## src/rtl/cpu_pkg.sv

```systemverilog
// rtl/cpu_pkg.sv - shared register-file constants and write-back request type
package cpu_pkg;

    localparam int REG_ADDR_W = 5;
    localparam int NUM_REGS   = 32;
    localparam int WORD_W     = 32;

    localparam logic [REG_ADDR_W-1:0] ZERO_REG = '0;

    typedef struct packed {
        logic                  valid;
        logic [REG_ADDR_W-1:0] rd;
        logic [WORD_W-1:0]     data;
    } wb_req_t;

    // $0 maps to an empty mask so it can never be marked busy
    function automatic logic [NUM_REGS-1:0] reg_onehot(input logic [REG_ADDR_W-1:0] r);
        logic [NUM_REGS-1:0] m;
        m = '0;
        if (r != ZERO_REG) m[r] = 1'b1;
        return m;
    endfunction

endpackage

```

## src/rtl/wb_fifo.sv

```systemverilog
// rtl/wb_fifo.sv - long-latency result FIFO with per-entry squash and two-entry head view
module wb_fifo
    import cpu_pkg::*;
#(
    parameter int DEPTH  = 4,
    parameter int DATA_W = 32
) (
    input  logic                  clk,
    input  logic                  rstn,
    input  logic                  push,
    input  logic [REG_ADDR_W-1:0] push_reg,
    input  logic [DATA_W-1:0]     push_data,
    input  logic [1:0]            pop_cnt,
    input  logic                  squash_en,
    input  logic [REG_ADDR_W-1:0] squash_reg,
    output logic                  full,
    output logic                  empty,
    output logic                  two,
    output logic [REG_ADDR_W-1:0] head_reg,
    output logic [DATA_W-1:0]     head_data,
    output logic                  head_sq,
    output logic [REG_ADDR_W-1:0] next_reg,
    output logic [DATA_W-1:0]     next_data,
    output logic                  next_sq
);

    localparam int AW = $clog2(DEPTH);

    logic [AW:0]             wr_ptr, rd_ptr, count;
    logic [AW-1:0]           wr_idx, rd_idx, nx_idx;
    logic [REG_ADDR_W-1:0]   reg_mem  [DEPTH];
    logic [DATA_W-1:0]       data_mem [DEPTH];
    logic [DEPTH-1:0]        vld, sq;

    assign wr_idx = wr_ptr[AW-1:0];
    assign rd_idx = rd_ptr[AW-1:0];
    assign nx_idx = rd_idx + 1'b1;
    assign count  = wr_ptr - rd_ptr;

    assign full  = (wr_ptr[AW] != rd_ptr[AW]) && (wr_idx == rd_idx);
    assign empty = (wr_ptr == rd_ptr);
    assign two   = (count >= (AW+1)'(2));

    assign head_reg  = reg_mem[rd_idx];
    assign head_data = data_mem[rd_idx];
    assign head_sq   = sq[rd_idx];
    assign next_reg  = reg_mem[nx_idx];
    assign next_data = data_mem[nx_idx];
    assign next_sq   = sq[nx_idx];

    always_ff @(posedge clk) begin
        if (push) begin
            reg_mem[wr_idx]  <= push_reg;
            data_mem[wr_idx] <= push_data;
        end
    end

    // Only live, not-yet-squashed entries match; at most one per register exists
    always_ff @(posedge clk or negedge rstn) begin
        if (!rstn) begin
            wr_ptr <= '0;
            rd_ptr <= '0;
            vld    <= '0;
            sq     <= '0;
        end else begin
            for (int i = 0; i < DEPTH; i++) begin
                if (squash_en && vld[i] && !sq[i] && reg_mem[i] == squash_reg)
                    sq[i] <= 1'b1;
            end
            if (pop_cnt != 2'd0) vld[rd_idx] <= 1'b0;
            if (pop_cnt == 2'd2) vld[nx_idx] <= 1'b0;
            if (push) begin
                vld[wr_idx] <= 1'b1;
                sq[wr_idx]  <= 1'b0;
            end
            rd_ptr <= rd_ptr + (AW+1)'(pop_cnt);
            wr_ptr <= wr_ptr + (AW+1)'(push);
        end
    end

endmodule

```

## src/rtl/wb_write_arbiter.sv

```systemverilog
// rtl/wb_write_arbiter.sv - register-file write-port arbiter; WB_FWD_EN adds decode forwarding ports
module wb_write_arbiter
    import cpu_pkg::*;
#(
    parameter int DEPTH  = 4,
    parameter int DATA_W = 32
) (
    input  logic                  clk,
    input  logic                  rstn,
    input  logic                  pipe_valid,
    input  logic [REG_ADDR_W-1:0] pipe_reg,
    input  logic [DATA_W-1:0]     pipe_data,
    input  logic                  lr_valid,
    output logic                  lr_ready,
    input  logic [REG_ADDR_W-1:0] lr_reg,
    input  logic [DATA_W-1:0]     lr_data,
    output logic                  reg_write,
    output logic [REG_ADDR_W-1:0] write_reg,
    output logic [DATA_W-1:0]     write_data,
    output logic [NUM_REGS-1:0]   busy
`ifdef WB_FWD_EN
    ,
    input  logic [REG_ADDR_W-1:0] fwd_reg_1,
    input  logic [REG_ADDR_W-1:0] fwd_reg_2,
    output logic                  fwd_hit_1,
    output logic                  fwd_hit_2,
    output logic [DATA_W-1:0]     fwd_data_1,
    output logic [DATA_W-1:0]     fwd_data_2
`endif
);

    logic                  full, empty, two, head_sq, next_sq;
    logic [REG_ADDR_W-1:0] head_reg, next_reg;
    logic [DATA_W-1:0]     head_data, next_data;
    logic                  pipe_sel, push, squash_en;
    logic [1:0]            pop_cnt;
    logic                  drain_valid;
    logic [REG_ADDR_W-1:0] drain_reg;
    logic [DATA_W-1:0]     drain_data;
    logic [NUM_REGS-1:0]   busy_next;

    assign pipe_sel  = pipe_valid && (pipe_reg != ZERO_REG);
    assign lr_ready  = !full && !busy[lr_reg];
    assign push      = lr_valid && lr_ready && (lr_reg != ZERO_REG);
    assign squash_en = pipe_sel && busy[pipe_reg];

    wb_fifo #(.DEPTH(DEPTH), .DATA_W(DATA_W)) u_fifo (
        .clk        (clk),
        .rstn       (rstn),
        .push       (push),
        .push_reg   (lr_reg),
        .push_data  (lr_data),
        .pop_cnt    (pop_cnt),
        .squash_en  (squash_en),
        .squash_reg (pipe_reg),
        .full       (full),
        .empty      (empty),
        .two        (two),
        .head_reg   (head_reg),
        .head_data  (head_data),
        .head_sq    (head_sq),
        .next_reg   (next_reg),
        .next_data  (next_data),
        .next_sq    (next_sq)
    );

    // A squashed head is discarded for free; the entry behind it may use the idle port
    always_comb begin
        pop_cnt     = 2'd0;
        drain_valid = 1'b0;
        drain_reg   = head_reg;
        drain_data  = head_data;
        if (!empty) begin
            if (head_sq) begin
                pop_cnt = 2'd1;
                if (!pipe_sel && two && !next_sq) begin
                    pop_cnt     = 2'd2;
                    drain_valid = 1'b1;
                    drain_reg   = next_reg;
                    drain_data  = next_data;
                end
            end else if (!pipe_sel) begin
                pop_cnt     = 2'd1;
                drain_valid = 1'b1;
            end
        end
    end

    always_comb begin
        busy_next = busy;
        if (push)        busy_next = busy_next | reg_onehot(lr_reg);
        if (squash_en)   busy_next = busy_next & ~reg_onehot(pipe_reg);
        if (drain_valid) busy_next = busy_next & ~reg_onehot(drain_reg);
    end

    always_ff @(posedge clk or negedge rstn) begin
        if (!rstn) begin
            reg_write  <= 1'b0;
            write_reg  <= '0;
            write_data <= '0;
            busy       <= '0;
        end else begin
            busy <= busy_next;
            if (pipe_sel) begin
                reg_write  <= 1'b1;
                write_reg  <= pipe_reg;
                write_data <= pipe_data;
            end else if (drain_valid) begin
                reg_write  <= 1'b1;
                write_reg  <= drain_reg;
                write_data <= drain_data;
            end else begin
                reg_write  <= 1'b0;
            end
        end
    end

`ifdef WB_FWD_EN
    assign fwd_hit_1  = reg_write && (write_reg == fwd_reg_1) && (fwd_reg_1 != ZERO_REG);
    assign fwd_hit_2  = reg_write && (write_reg == fwd_reg_2) && (fwd_reg_2 != ZERO_REG);
    assign fwd_data_1 = write_data;
    assign fwd_data_2 = write_data;
`endif

endmodule
```

## config.mk

```make
export PLATFORM = sky130hd
export DESIGN_NAME = wb_write_arbiter
export DESIGN_NICKNAME = d
export VERILOG_FILES = /design/src/rtl/cpu_pkg.sv /design/src/rtl/wb_fifo.sv /design/src/rtl/wb_write_arbiter.sv
export SDC_FILE = /design/constraint.sdc
export NUM_CORES = 1
export LEC_CHECK = 0
export CAP_MARGIN = 20
export CORE_MARGIN = 4
export CORE_UTILIZATION = 30
export CTS_CLUSTER_SIZE = 14
export DETAILED_ROUTE_END_ITERATION = 8
export GPL_ROUTABILITY_DRIVEN = 0
export PLACE_DENSITY_LB_ADDON = 0.3
export SKIP_CTS_REPAIR_TIMING = 1
export SYNTH_ARGS = -nofsm -noshare
export SYNTH_HDL_FRONTEND = slang
export SYNTH_SLANG_ARGS = --single-unit
```

## constraint.sdc

```tcl
create_clock -name clk -period 7.3 [get_ports clk]
set_input_delay 1.46 -clock clk [delete_from_list [all_inputs] [get_ports clk]]
set_output_delay 1.46 -clock clk [all_outputs]
set_load 0.005 [all_outputs]
```

# Yosys cells after proc, flatten, opt, wreduce, memory -nomap -nowiden
# Memory sizes are Yosys's and may differ from the RTL's.
# Index checks and enable logic that the tools add are counted.
# totals
latchBits	0
output_inout_bits	71
in_bits	78
mem_bits_rw	148
rom_bits	0
n_memories	2
register_bits	84
wordCells	145
# mem_list
name	words	width	read_ports	rd_ports_with_merged_regs	wr	line_no	text
u_fifo.data_mem	4	32	2	0	1	wb_fifo.sv:32	logic [DATA_W-1:0] data_mem [DEPTH];
u_fifo.reg_mem	4	5	6	0	1	wb_fifo.sv:31	logic [REG_ADDR_W-1:0] reg_mem [DEPTH];
# op_classes
add_sub_neg	4
n_mul	0
n_lt_le_gt_ge	13
mux	59
eq_ne	8
n_reduce_logical	39
n_shift	0
div_mod_pow	0
bitwise_logic	12
# ops
op	n
$mux W32	14
$and A32 B32 Y32	2
$not A32 Y32	2
$or A32 B32 Y32	1
$logic_and A1 B1 Y1	26
$mux W5	5
$mux W1	23
$eq A5 B5 Y1	4
$lt A5 B6 Y1 const B	3
$mux W4	4
$demux W1 S5	3
$ge A5 B1 Y1 const B	3
$reduce_bool A5 Y1	3
$and A4 B4 Y4	3
$not A4 Y4	3
$bmux W1 S5	2
$lt A2 B3 Y1 const B	3
$logic_not A1 Y1	8
$demux W1 S2	3
$ge A2 B1 Y1 const B	3
$mux W2	3
$bmux W1 S2	2
$or A4 B4 Y4	1
$reduce_bool A2 Y1	2
other kinds (9)	9

# Logic depth before layout (Yosys ltp)
# Gate-level depths: netlist of the first run.
# depth
depth_word	17
depth_mapped	16
ltp_nobuf	11

# Hierarchy
# From an unflattened synthesis of the first run, not the netlist that was laid out.
# unflattened
hier_cells	881
area_unflattened_um2	11994.0
# modules_own_cells
mod	seq_area_each_um2	instances	area_per_inst_um2	cells_per_inst
wb_fifo	4794.6	1	7241.9	337
wb_write_arbiter	1751.7	1	4752.1	544

# Least setup slack after synthesis of the first run
# Ideal clock, no wire load.
# synth_path
path_kind	input to register
startpoint	input port lr_reg[1]
endpoint	memory u_fifo.data_mem[2][0] (enable)
t_arrival_ns	6.734
n_path_buf	2
path_stages	7
slack_ns	0.035
setup_time_ns	0.530
t_required_ns	6.770
cell_sequence	buf_2 > buf_1 > mux2i_1 > o22ai_1 > a21oi_1 > o211ai_1 > nor4_1
# synth_via
elab_chain_cells	8
elab_cells_between_ends	9
cone_classes	mux (4); reduce/logical (5)
# synth_lines
item	line_no	text
start, declared	wb_write_arbiter.sv:15	input logic [REG_ADDR_W-1:0] lr_reg,
$bmux W1 S5	wb_write_arbiter.sv:43	assign lr_ready = !full && !busy[lr_reg];
$mux W1 (not written as such)	wb_write_arbiter.sv:43	
$logic_not A1 Y1	wb_write_arbiter.sv:43	
$logic_and A1 B1 Y1	wb_write_arbiter.sv:43	
$logic_and A1 B1 Y1	wb_write_arbiter.sv:44	assign push = lr_valid && lr_ready && (lr_reg != ZERO_REG);
$logic_and A1 B1 Y1 (*)	wb_write_arbiter.sv:44	
$mux W1 (*)	wb_fifo.sv:52	if (push) begin
$mux W1 (not written as such) (*)	wb_fifo.sv:54	data_mem[wr_idx] <= push_data;
end, declared	wb_fifo.sv:32	
# Mark *: on every way between the ends. The rest lies on a longest branch, timed or not. The select of a mux whose other input is x is not followed.

# Worst setup path in the final report of the first run
# layout_path
startpoint	input port lr_reg[3]
endpoint	output port lr_ready
# layout_via
elab_chain_cells	4
# layout_lines
item	line_no	text
$bmux W1 S5	wb_write_arbiter.sv:43	
$mux W1 (not written as such)	wb_write_arbiter.sv:43	
$logic_not A1 Y1	wb_write_arbiter.sv:43	
$logic_and A1 B1 Y1	wb_write_arbiter.sv:43	
end, declared	wb_write_arbiter.sv:14	output logic lr_ready,
# No other way between the ends. The select of a mux whose other input is x is not followed.

==> results of run 1 <==
## power by group through the flow
stage,combinational [mW],clock [mW],sequential [mW]
after CTS,2.61,1.44,2.08
after global placement,2.58,0,2.10
final,2.58,1.40,2.08
after detailed placement,2.60,0,2.10
after floorplan,1.71,0,1.98
after global routing,2.82,1.51,2.13
## cell type report
| cell class | instances | area (um^2) |
|---|---|---|
| Clock inverter | 16 | 204 |
| Inverter | 12 | 45.0 |
| Sequential cell | 232 | 6550 |
| Tap cell | 518 | 648 |
| Timing Repair Buffer | 171 | 1670 |
| Fill cell | 3708 | 23900 |
| Clock buffer | 34 | 722 |
| Multi-Input combinational cell | 561 | 4990 |
## cell usage in the layout, fill, tap and decap left out, types with 5 or more instances in the layout
| master | instances |
|---|---|
| a21oi_1 | 68 |
| a221o_1 | 22 |
| a221oi_1 | 21 |
| a31o_2 | 7 |
| a31oi_1 | 10 |
| a41oi_1 | 6 |
| and2_1 | 5 |
| and3_1 | 13 |
| buf_4 | 22 |
| bufinv_16 | 5 |
| clkbuf_1 | 5 |
| clkbuf_16 | 27 |
| clkdlybuf4s50_1 | 147 |
| clkinv_1 | 7 |
| dfrtp_1 | 82 |
| edfxtp_1 | 148 |
| ha_1 | 8 |
| inv_1 | 11 |
| mux2_2 | 16 |
| mux2i_1 | 9 |
| mux4_2 | 80 |
| nand2_1 | 99 |
| nand3_1 | 17 |
| nand3b_1 | 6 |
| nor2_1 | 25 |
| nor2b_1 | 11 |
| nor3_1 | 10 |
| nor3b_1 | 6 |
| nor4_2 | 5 |
| o21ai_0 | 21 |
| o22ai_1 | 7 |
| o2bb2ai_1 | 12 |
| xnor2_1 | 22 |
## per-layer routing
metal	up-vias	global-route usage [%]	routed length, um
met5	-	0	0
met4	0	3.02	516
met3	44	3.12	2930
met2	330	26.2	16400
met1	4293	21.9	14100
li1	3720	-	-
## through the flow
step	instance area [um^2]	setup slack [ps]	hold slack [ps]	power [mW]	util, %
after floorplan	11800	35.3	478	3.70	-
after global routing	14800	880	535	6.45	38.3
after CTS	14800	1110	517	6.13	38.2
after detailed placement	13900	1130	494	4.70	35.8
final	14800	1110	513	6.06	38.3
after global placement	13900	1220	499	4.68	35.8
## logic make-up after synthesis
group                    share of synthesized area (%)
AND/OR/NAND/NOR                                   9.46
flip-flops                                        55.6
buffers and inverters                             2.46
multiplexers                                      17.6
AO/OA/AOI/OAI                                     11.7
adder cells (fa/ha/maj)                           1.30
XOR/XNOR                                          1.90
## path summary, 6_finish.rpt
check                           cells after the start        startpoint              to
min in group asynchronous                           1              rstn  write_data[30]
worst max-delay path                                7         lr_reg[3]        lr_ready
worst min register to register                      1     write_data[1]   write_data[1]
worst max register to register                      8  u_fifo.rd_ptr[0]        busy[29]
worst min-delay path                                1     write_data[1]   write_data[1]
max in group asynchronous                           3              rstn   write_data[5]
==> impl_metrics.py, run 1 <==
metrics = {
    "setup_path": {
        "crit_top_cell": "clkdlybuf4s50_1",
        "reg2reg_slack_ps": 3230,
        "critPathMaxFanout": 16,
        "critical_path_class": "in2out",
        "crit_slowest_cell": "clkdlybuf4s50_1",
        "startpoint_type": "primary input",
        "crit_family": "buffers and inverters",
        "crit_chain": "clkdlybuf4s50_1, nor3b_1, a222oi_1, and3_1, o211ai_1, nor2_1, clkdlybuf4s50_1",
        "crit_required_ps": 5840,
        "cp.arrival_ps": 4730,
        "crit_path_end_kind": "output port",
        "cpPeakStageDelay_ps": 860,
        "crit_buf_inv": 2,
    },
    "clock_tree": {
        "cts_tree": "done",
        "cts_root_buffer": "clkbuf_16",
        "clk_pin_slew_worst_paths_ps": 60,
        "cts_buffers": 27,
        "cts.sinks": 232,
        "clk_latency_ps": 530,
        "htreeDepth": 1,
        "clockBufferDepth": 3,
    },
    "yosys": {
        "synth_top_cells_by_count": "edfxtp_1, nand2_1, dfrtp_1, mux4_2, a21oi_1",
        "synth_edf_count": 148,
        "synthFlopType": "edfxtp_1",
        "ys_types": 61,
        "synth_seq_cells": 232,
        "postSynthAreaPerCell_um2": 13.6,
        "syn_inst": 867,
        "async_reset_ff_share_pct": 36.2,
        "synth_top_cell_area_share_pct": 37.7,
        "synth_seq_area_share_pct": 55.6,
        "synth_warnings": 0,
        "synth.most_common_cell": "edfxtp_1",
        "yosysTopAreaCell": "edfxtp_1",
        "yosys-top-cells-area": "edfxtp_1, dfrtp_1, mux4_2, nand2_1, a21oi_1",
        "synth_fp_nets": 956,
        "synth.cell_area_um2": 11800,
    },
    "detailed_routing": {
        "wl_mm": 33.9,
        "viasPerCell": 5.43,
        "dr_total_vias": 8387,
        "post_drt_wl_per_cell_um": 22.0,
        "antenna_left": 0,
        "first_pass_iters": 7,
        "drc": 0,
        "drt_iter0_drc": 551,
    },
    "place": {
        "dpl.hpwl_mm": 22.2,
        "place_inst": 1493,
        "io_buffers": 148,
    },
    "flow_run": {
        "cap_violations": 0,
    },
    "power_and_ir_drop": {
        "p_leak_nw": 5.20,
        "vdd_drop_max_v": 0.000266,
        "p_comb_share_pct": 42.5,
        "internal_power_mw": 3.96,
        "power.density_nw_per_um2": 409,
        "power_switching_mw": 2.10,
        "netSwitchingFraction_pct": 34.7,
        "p_seq_share_pct": 34.4,
        "p_clk_share_pct": 23.1,
    },
    "global_route": {
        "grt_pass1_vias": 8564,
        "grt_max_degree": 75,
        "antenna_found_initial": 0,
        "grt-ovfl-total": 0,
        "track_usage_pct": 15.8,
        "grt_pass1_wl_mm": 52.3,
    },
    "timing": {
        "final-hold-violation-count": 0,
        "setup_violations": 0,
        "post-route-period-util_pct": 84.7,
        "setup_tns_ps": 0,
        "final_max_slew_viol_count": 0,
        "finalClockSkew_ps": 14.0,
        "relSlewSlack_pct": 27.5,
        "timing.fmax_mhz": 162,
        "min_period_ps": 6190,
        "worst_pin_slew_ps": 1090,
        "rsz0062_at_grt": "false",
    },
    "floorplanning": {
        "fp.coreArea_um2": 38700,
        "die_area_um2": 42500,
        "dieHeight_um": 206,
        "core.rowCount": 72,
        "start_util_pct": 30.4,
        "die_w_um": 206,
        "ios": 149,
    },
    "finish": {
        "drive_gt1_share_pct": 17.7,
        "nets": 1094,
        "final_cell_count_no_fill": 1544,
        "largest-register": "u_fifo.data_mem",
        "largestRegisters": "u_fifo.data_mem: 128 flops, busy: 32 flops, write_data: 32 flops",
        "largest_reg_flops": 128,
        "syn_to_final_growth_pct": 25.9,
        "n_antenna_cell": 0,
    },
    "status": {
        "status": "finished, final reports clean",
    },
    "hold_path": {
        "hold_path.class": "reg2reg",
    },
}
(Power assumes the default switching activity.)
==> inputs of run 2 (changes only) <==
Clock period 7.3 ns to 5.1 ns, I/O delays scaled along.
==> run 2 against run 1 <==
Combinational power increased by 47%. Via count increased by 0.39%. Clock skew about the same. First-iteration DRC count decreased by 21%. Clock power increased by 41%. Worst hold slack worse by 1.6 ps. Clock-buffer cell count fell by 1. Non-clock buffer count grew 14. Final cell count is 0.84% higher. Worst setup slack got worse by 660 ps. Global-route usage decreased by 0.086 points. Critical path type unchanged. Sequential cell count did not move.
==> impl_metrics.py, run 2 (synthesis gave the netlist of run 1 again) <==
metrics = {
    "status": {
        "status": "finished, final reports clean",
    },
    "setup_path": {
        "critical_path_class": "in2out",
        "cpPeakStageDelay_ps": 540,
        "cp.depth": 9,
        "crit_chain": "clkdlybuf4s50_1, buf_4, buf_4, mux2_2, nand2_1, nor4b_1, o211ai_1, nor2_1, clkdlybuf4s50_1",
        "crit_required_ps": 4080,
        "crit_slowest_cell": "clkdlybuf4s50_1",
        "endpoint": "lr_ready",
        "r2r_end": "busy[9]",
        "startpoint_type": "primary input",
        "crit_start": "lr_reg[1]",
        "r2r-start": "u_fifo.rd_ptr[0]",
        "crit_path_end_kind": "output port",
        "crit_buf_inv": 4,
        "crit_family": "buffers and inverters",
        "cp.arrival_ps": 3620,
        "critPathMaxFanout": 14,
        "reg2reg_slack_ps": 1470,
        "reg2reg_depth": 8,
    },
    "power_and_ir_drop": {
        "p_comb_share_pct": 43.4,
        "p_leak_nw": 5.28,
        "power.density_nw_per_um2": 584,
        "vdd_drop_max_v": 0.000298,
        "internal_power_mw": 5.70,
        "netSwitchingFraction_pct": 35.0,
        "finalPower_mw": 8.76,
        "p_clk_share_pct": 22.6,
        "p_seq_share_pct": 34.0,
        "power_switching_mw": 3.06,
    },
    "global_route": {
        "grtUsageMet2_pct": 26.5,
        "antenna_found_initial": 0,
        "grt_util_met3_pct": 3.15,
        "grt-ovfl-total": 0,
        "grt_busiest_layer": "met2",
        "grt_max_degree": 58,
        "use_met1_pct": 20.8,
        "grt_pass1_wl_mm": 51.4,
        "grt_pass1_vias": 8579,
        "track_usage_pct": 15.7,
    },
    "place": {
        "place_area_um2": 14100,
        "dpl.hpwl_mm": 22.7,
        "io_buffers": 148,
    },
    "detailed_routing": {
        "wl_mm": 34.3,
        "drc": 0,
        "viasPerCell": 5.41,
        "post_drt_wl_per_cell_um": 22.0,
        "dr_total_vias": 8420,
        "drt_iter0_drc": 436,
        "first_pass_iters": 5,
        "antenna_left": 0,
    },
    "timing": {
        "post-route-period-util_pct": 91.0,
        "worst_pin_slew_ps": 940,
        "timing.fmax_mhz": 215,
        "min_period_ps": 4640,
        "rsz0062_at_grt": "false",
        "setup_violations": 0,
        "setup_tns_ps": 0,
        "finalClockSkew_ps": 13.6,
        "final_max_slew_viol_count": 0,
        "relSlewSlack_pct": 36.4,
        "final-hold-violation-count": 0,
    },
    "finish": {
        "nets": 1108,
        "n_antenna_cell": 0,
        "final_cell_mix": "edfxtp_1, clkdlybuf4s50_1, nand2_1, dfrtp_1, mux4_2",
        "seq_area_um2": 6550,
        "drive_gt1_share_pct": 19.2,
        "final_common_cell": "edfxtp_1",
        "syn_to_final_growth_pct": 27.4,
        "largest-register": "u_fifo.data_mem",
        "multi_input_area_um2": 5030,
        "final_cell_area_um2": 15000,
        "largestRegisters": "u_fifo.data_mem: 128 flops, busy: 32 flops, write_data: 32 flops",
        "largest_reg_flops": 128,
        "nFillCells": 3681,
    },
    "floorplanning": {
        "die_w_um": 206,
        "core.rowCount": 72,
        "fp.coreArea_um2": 38700,
        "die_area_um2": 42500,
        "ios": 149,
        "start_util_pct": 30.4,
        "dieHeight_um": 206,
    },
    "hold_path": {
        "hold_path.class": "reg2reg",
    },
    "clock_tree": {
        "clk_pin_slew_worst_paths_ps": 60,
        "clockBufferDepth": 3,
        "htreeDepth": 1,
        "clk_latency_ps": 530,
        "cts_root_buffer": "clkbuf_16",
        "cts.sinks": 232,
        "cts_tree": "done",
        "cts_buffers": 27,
    },
    "flow_run": {
        "cap_violations": 0,
    },
}
[run 2: layout make-up]
type | count | area share [%]
sequential | 232 | 43.7
multi-input combinational | 561 | 33.6
timing repair buffer | 185 | 12.0
clock buffer | 33 | 4.85
tap | 518 | 4.32
clock inverter | 16 | 1.25
inverter | 12 | 0.300
[run 2: how the worst min path moves through the flow]
stage                   start        endpoint  slack, ps  cells after the start
3_5_place_dp   write_data[13]  write_data[13]        500                      1
2_1_floorplan    u_fifo.sq[3]    u_fifo.sq[3]        480                      2
5_1_grt        write_data[16]  write_data[16]        520                      1
6_report              busy[0]         busy[0]        510                      0
4_1_cts         write_data[3]   write_data[3]        520                      1
3_3_place_gp    write_data[3]   write_data[3]        500                      1
[run 2: through the flow]
step	hold WS (ps)	instances	util, %	worst slack [ps]
2_1_floorplan	478	867	-	-180
4_1_cts	516	1557	38.7	440
3_5_place_dp	495	1508	36.4	468
6_report	512	1557	38.7	457
5_1_grt	524	1557	38.7	306
3_3_place_gp	499	1508	36.4	445
[run 2: metal layers]
metal | wire length (um) | share of wire (%)
met1 | 14400 | 42
met2 | 16600 | 48
met3 | 2500 | 7.3
met4 | 831 | 2.4
met5 | 0 | 0
[run 2: power by group through the flow]
stage | registers [mW] | clock network [mW] | logic, mW
final | 2.98 | 1.98 | 3.80
after global routing | 3.04 | 2.11 | 4.14
after CTS | 2.98 | 2.02 | 3.87
after detailed placement | 3.01 | 0 | 3.86
after global placement | 3.00 | 0 | 3.82
after floorplan | 2.83 | 0 | 2.46
